$ cat config.mk
export PLATFORM = sky130hd
export DESIGN_NAME = mem_bus_arbiter
export DESIGN_NICKNAME = d
export VERILOG_FILES = /design/src/rtl/mem_bus_arbiter.sv
export SDC_FILE = /design/constraint.sdc
export NUM_CORES = 1
export LEC_CHECK = 0
export ABC_AREA = 0
export ABC_CLOCK_PERIOD_IN_PS = 4000
export CORE_AREA = 3 3 103 105
export CTS_CLUSTER_DIAMETER = 60
export DETAILED_ROUTE_END_ITERATION = 6
export DIE_AREA = 0 0 106 108
export PLACE_DENSITY = 0.65
export SLEW_MARGIN = 5
export SYNTH_ARGS = -nofsm -noshare
export SYNTH_HDL_FRONTEND = slang
export SYNTH_SLANG_ARGS = --single-unit
$ cat constraint.sdc
create_clock -name clk -period 4 [get_ports clk]
set_input_delay 0.8 -clock clk [delete_from_list [all_inputs] [get_ports clk]]
set_output_delay 0.8 -clock clk [all_outputs]
set_load 0.01 [all_outputs]
$ cat src/rtl/mem_bus_arbiter.sv
`default_nettype none
// +-----------------------------------------------------------------------+
// | mem_bus_arbiter                                                       |
// | Two-port arbiter (fetch / load-store) onto a 1-cycle memory macro.    |
// | Revision: 1.0                                                         |
// +-----------------------------------------------------------------------+
module mem_bus_arbiter #(
  parameter int ADDR_W   = 32,
  parameter int DATA_W   = 32,
  parameter int MAX_WAIT = 4
) (
  input  logic              clk,
  input  logic              rst,
  input  logic              m0_req,
  input  logic [ADDR_W-1:0] m0_addr,
  output logic              m0_gnt,
  output logic              m0_rvalid,
  output logic [DATA_W-1:0] m0_rdata,
  input  logic              m1_req,
  input  logic              m1_we,
  input  logic [ADDR_W-1:0] m1_addr,
  input  logic [DATA_W-1:0] m1_wdata,
  output logic              m1_gnt,
  output logic              m1_rvalid,
  output logic [DATA_W-1:0] m1_rdata,
  input  logic              mem_ready,
  output logic              mem_ce,
  output logic              mem_we,
  output logic [ADDR_W-1:0] mem_addr,
  output logic [DATA_W-1:0] mem_wdata,
  input  logic [DATA_W-1:0] mem_rdata
);

  localparam logic [3:0] C_MAX_WAIT = 4'(MAX_WAIT);

  logic [3:0] starve_cnt_q, starve_cnt_d;
  logic       rd_pend_q, rd_pend_d;
  logic       rd_owner_q, rd_owner_d;
  logic       w_m0_prio;

  // Grants are gated by rst so every output reads 0 while reset is held.
  always_comb begin
    w_m0_prio = (starve_cnt_q >= C_MAX_WAIT) && m0_req;
    m0_gnt    = !rst && mem_ready && (w_m0_prio || (m0_req && !m1_req));
    m1_gnt    = !rst && mem_ready && m1_req && !w_m0_prio;
  end

  always_comb begin
    mem_ce    = m0_gnt | m1_gnt;
    mem_we    = 1'b0;
    mem_addr  = '0;
    mem_wdata = '0;
    if (m1_gnt) begin
      mem_we    = m1_we;
      mem_addr  = m1_addr;
      mem_wdata = m1_wdata;
    end else if (m0_gnt) begin
      mem_addr  = m0_addr;
    end
  end

  always_comb begin
    m0_rvalid = rd_pend_q && !rd_owner_q;
    m1_rvalid = rd_pend_q && rd_owner_q;
    m0_rdata  = m0_rvalid ? mem_rdata : '0;
    m1_rdata  = m1_rvalid ? mem_rdata : '0;
  end

  always_comb begin
    starve_cnt_d = starve_cnt_q;
    if (m0_gnt)
      starve_cnt_d = '0;
    else if (m0_req && mem_ready && (starve_cnt_q < C_MAX_WAIT))
      starve_cnt_d = starve_cnt_q + 4'd1;
    rd_pend_d  = m0_gnt || (m1_gnt && !m1_we);
    rd_owner_d = m1_gnt;
  end

  always_ff @(posedge clk or posedge rst) begin
    if (rst) begin
      starve_cnt_q <= '0;
      rd_pend_q    <= 1'b0;
      rd_owner_q   <= 1'b0;
    end else begin
      starve_cnt_q <= starve_cnt_d;
      rd_pend_q    <= rd_pend_d;
      rd_owner_q   <= rd_owner_d;
    end
  end

endmodule
`default_nettype wire

==> results by stage <==
Clocking:
- In this run, CTS created clock tree buffers numbering 3.
- The number of sinks handled by clock tree synthesis is 6.
- The clock root buffer master is clkbuf_8.
- In this run, post-CTS repair resized a total of 0 instances.
- The number of setup buffers added after CTS is 0.
- TritonCTS built the clock tree.
- The hold-fix buffer count after cts is 0.
- The clock edge transition at the registers on the reported setup and hold paths is 0.04 ns.
- The number of H-tree branching levels is 1.
- At the later pin of the worst-skew pair, clock insertion delay measures roughly 0.22 ns.
- No sink is reached through more buffers than the 2 on the longest clock path.

Hold path:
- The class of the most critical hold timing path is reg2reg.

Floorplanning:
- In this run the horizontal extent of the chip is 106 um.
- The floorplan die height is approximately 110 um.
- The core area is 9729 sq um.
- In this run the count of I/O pins placed on the die edge is roughly 270.
- The cell row count is 36.
- The initial utilization of the core area, before any placement, comes to 0.1323.
- The die covers 11450 sq um.

Pwr:
- The power density over cell area is 144.2 nW/um^2.
- The highest ir drop seen on vdd is roughly 100 uV.
- In this run the static leakage power is about 0.0017 uW.
- The post-layout total power is just under 600 uW.

Cells and area:
- The non-filler instance count after layout is 565.
- The net count of the finished layout is between 500 and 600.
- The number of inserted diodes is 0.
- The share of cells above drive strength 1 is 0.02778.
- The filler cells instantiated in the layout total 991.
- The area growth from synthesis to final layout is 218.7%.

GRT:
- The initial antenna violation count is 0.
- The first global-routing pass estimated 11960 um of wire.
- The via count of the first global-routing pass is between 2000 and 2500.
- The total congestion overflow is 0.
- Entering global routing, the biggest net connects 41 pins.
- The combined global-route utilization of all metal layers is 0.1289.

Timing:
- In the final timing run, aggregate negative setup slack is 0 ns.
- Setup repair after global routing left no endpoint under its margin.
- The number of endpoints with negative hold slack in the final report is 0.
- The final period utilization is 0.8784.
- The clock period could shrink to roughly 3.5 ns.
- The highest achievable clock rate is between 200 and 300 MHz.
- Measured against its own limit, the worst slew margin works out to 0.7909.
- Clock skew on the completed layout was measured at ~0.0012 ns.
- At the pin with the least slew margin, the transition time is 0.3136 ns.
- The number of setup violations in the final report is 0.
- The count of final max-slew check failures came to 0.

Setup path:
- STA classifies the critical path startpoint as an input pin.
- Data on the critical path is required at its endpoint by around 3.2 ns.
- The type of destination of the critical path is a primary output.
- By startpoint and endpoint, the worst setup path is classified as in2out.
- The maximum fanout encountered on the critical timing path is 31.
- The worst path arrival time is 2.71 ns.

Routing:
- The routed layout has 2299 vias.
- The final routed wirelength across all metal layers is roughly 8300 um.
- The count of nets left with antenna violations after detail routing is 0.
- The DRC violation total after the first TritonRoute iteration is 73.
- The DRC violation count after routing is 0.
- The first detailed-routing pass took 4 iterations.
- The via-per-instance ratio is 4.069.
- The average wire length per cell after detail routing is approximately 15 um.

Yosys:
- Synthesis produced a netlist whose cell count is approximately 180.
- The cell area after technology mapping is ~1300 sq um.
- The number of nets produced by synthesis is between 300 and 400.
- For this run, the register share of the synthesized area comes to 0.1166.
- The count of synthesis-stage warnings from yosys is 0.
- The synthesized flop and latch total is 6.
- The number of library cell types mapped by synthesis is 20.
- The synthesized area per cell is ~7.3 sq um.

Run:
- Max-cap violations in this run came to 0.

Placed design:
- At the end of routability-driven placement, the weighted congestion stood at between 0.7 and 0.8.
- The number of input and output port buffers inserted is 267.
- Including well taps, the total number of placed cells is 562.
- The HPWL after detailed placement is 7320 um.

Status:
- The run finished with clean final reports.
-- final cells by class --
type,count,area [sq um],share of cell area
Clock buffer,3,41.29,0.01006
Timing Repair Buffer,274,2725,0.6642
Multi-Input combinational cell,146,1008,0.2458
Inverter,3,11.26,0.002745
Sequential cell,6,150.1,0.03660
Tap cell,133,166.4,0.04056
-- cell usage in the layout (no fill, tap or decap), drive strengths merged --
cell,instances
o311a,1
clkbuf,3
mux2i,1
a21o,1
and3,33
xnor2,1
ha,1
inv,3
a22o,32
a21oi,1
nor2b,3
buf,7
nor2,3
or2,1
o21ai,1
dfrtp,6
and2,66
and4bb,1
clkdlybuf4s50,267
-- sequential cells by signal, summed over array words and instances, names as in the netlist --
register	cells
rd_pend_q	1
starve_cnt_q	4
rd_owner_q	1
-- logic make-up after synthesis --
family | share of synthesized area
AOI/OAI and AO/OA | 0.2391
muxes | 0.007775
adders and majority gates | 0.009717
DFF | 0.1166
and+or+nand+nor | 0.5190
xor gates and xnor gates | 0.006804
buffers and inverters | 0.1011
-- synthesized netlist by cell type --
| master | count | share of area |
|---|---|---|
| buf_2 | 5 | 0.019 |
| a21oi_1 | 1 | 0.0039 |
| buf_6 | 4 | 0.035 |
| and2_1 | 66 | 0.32 |
| xnor2_1 | 1 | 0.0068 |
| o21ai_1 | 1 | 0.0039 |
| a22o_1 | 32 | 0.22 |
| dfrtp_1 | 6 | 0.12 |
| and4bb_2 | 1 | 0.0097 |
| ha_1 | 1 | 0.0097 |
| mux2i_1 | 1 | 0.0078 |
| and3_1 | 33 | 0.16 |
| buf_4 | 1 | 0.0058 |
| inv_1 | 3 | 0.0087 |
| a21o_1 | 1 | 0.0058 |
| nor2_1 | 3 | 0.0087 |
| clkbuf_1 | 11 | 0.032 |
| or2_1 | 1 | 0.0049 |
| o311a_1 | 1 | 0.0078 |
| nor2b_1 | 3 | 0.015 |
-- stage by stage --
| stage | util | setup WS [ns] | hold WS (ns) | cell area (sq um) |
|---|---|---|---|---|
| global placement | 0.4174 | 0.4983 | 0.5070 | 4061 |
| detailed placement | 0.4174 | 0.4618 | 0.5245 | 4061 |
| finish | 0.4217 | 0.4864 | 0.5462 | 4103 |
| CTS | 0.4217 | 0.4546 | 0.5394 | 4103 |
| global route | 0.4217 | 0.3440 | 0.5698 | 4103 |
| floorplan | - | 1.516 | 0.4903 | 1287 |
-- where the power goes --
| group | internal, uW | switching [uW] |
|---|---|---|
| Sequential | 77.6 | 13.7 |
| Clock | 64.6 | 25.8 |
| Combinational | 267 | 143 |
| Total | 409 | 183 |
-- worst paths after layout --
check	from	endpoint	slack (ns)	cells past startpoint
worst min-delay path	starve_cnt_q[3]	starve_cnt_q[3]	0.55	1
min in group asynchronous	rst	starve_cnt_q[3]	0.88	2
worst max register to register	starve_cnt_q[2]	rd_pend_q	2.69	3
max in group asynchronous	rst	starve_cnt_q[0]	2.93	2
worst max-delay path	mem_ready	mem_addr[8]	0.49	6
worst min register to register	starve_cnt_q[3]	starve_cnt_q[3]	0.55	1
-- metal layers --
layer,vias to the layer above,wire (um),track usage,part of all wire
met3,2,1195,0.06328,0.14
li1,1125,-,-,-
met5,-,0,0,0
met2,166,4338,0.2596,0.52
met4,0,34,0.01110,0.0041
met1,1006,2752,0.1213,0.33
-- critical path, cell delays in order --
cell and delay (ns):
clkdlybuf4s50_1 0.47, nor2b_1 0.16, o311a_1 0.20, buf_4 0.32, a22o_1 0.21, clkdlybuf4s50_1 0.55
Power figures use the tool's default switching activity.
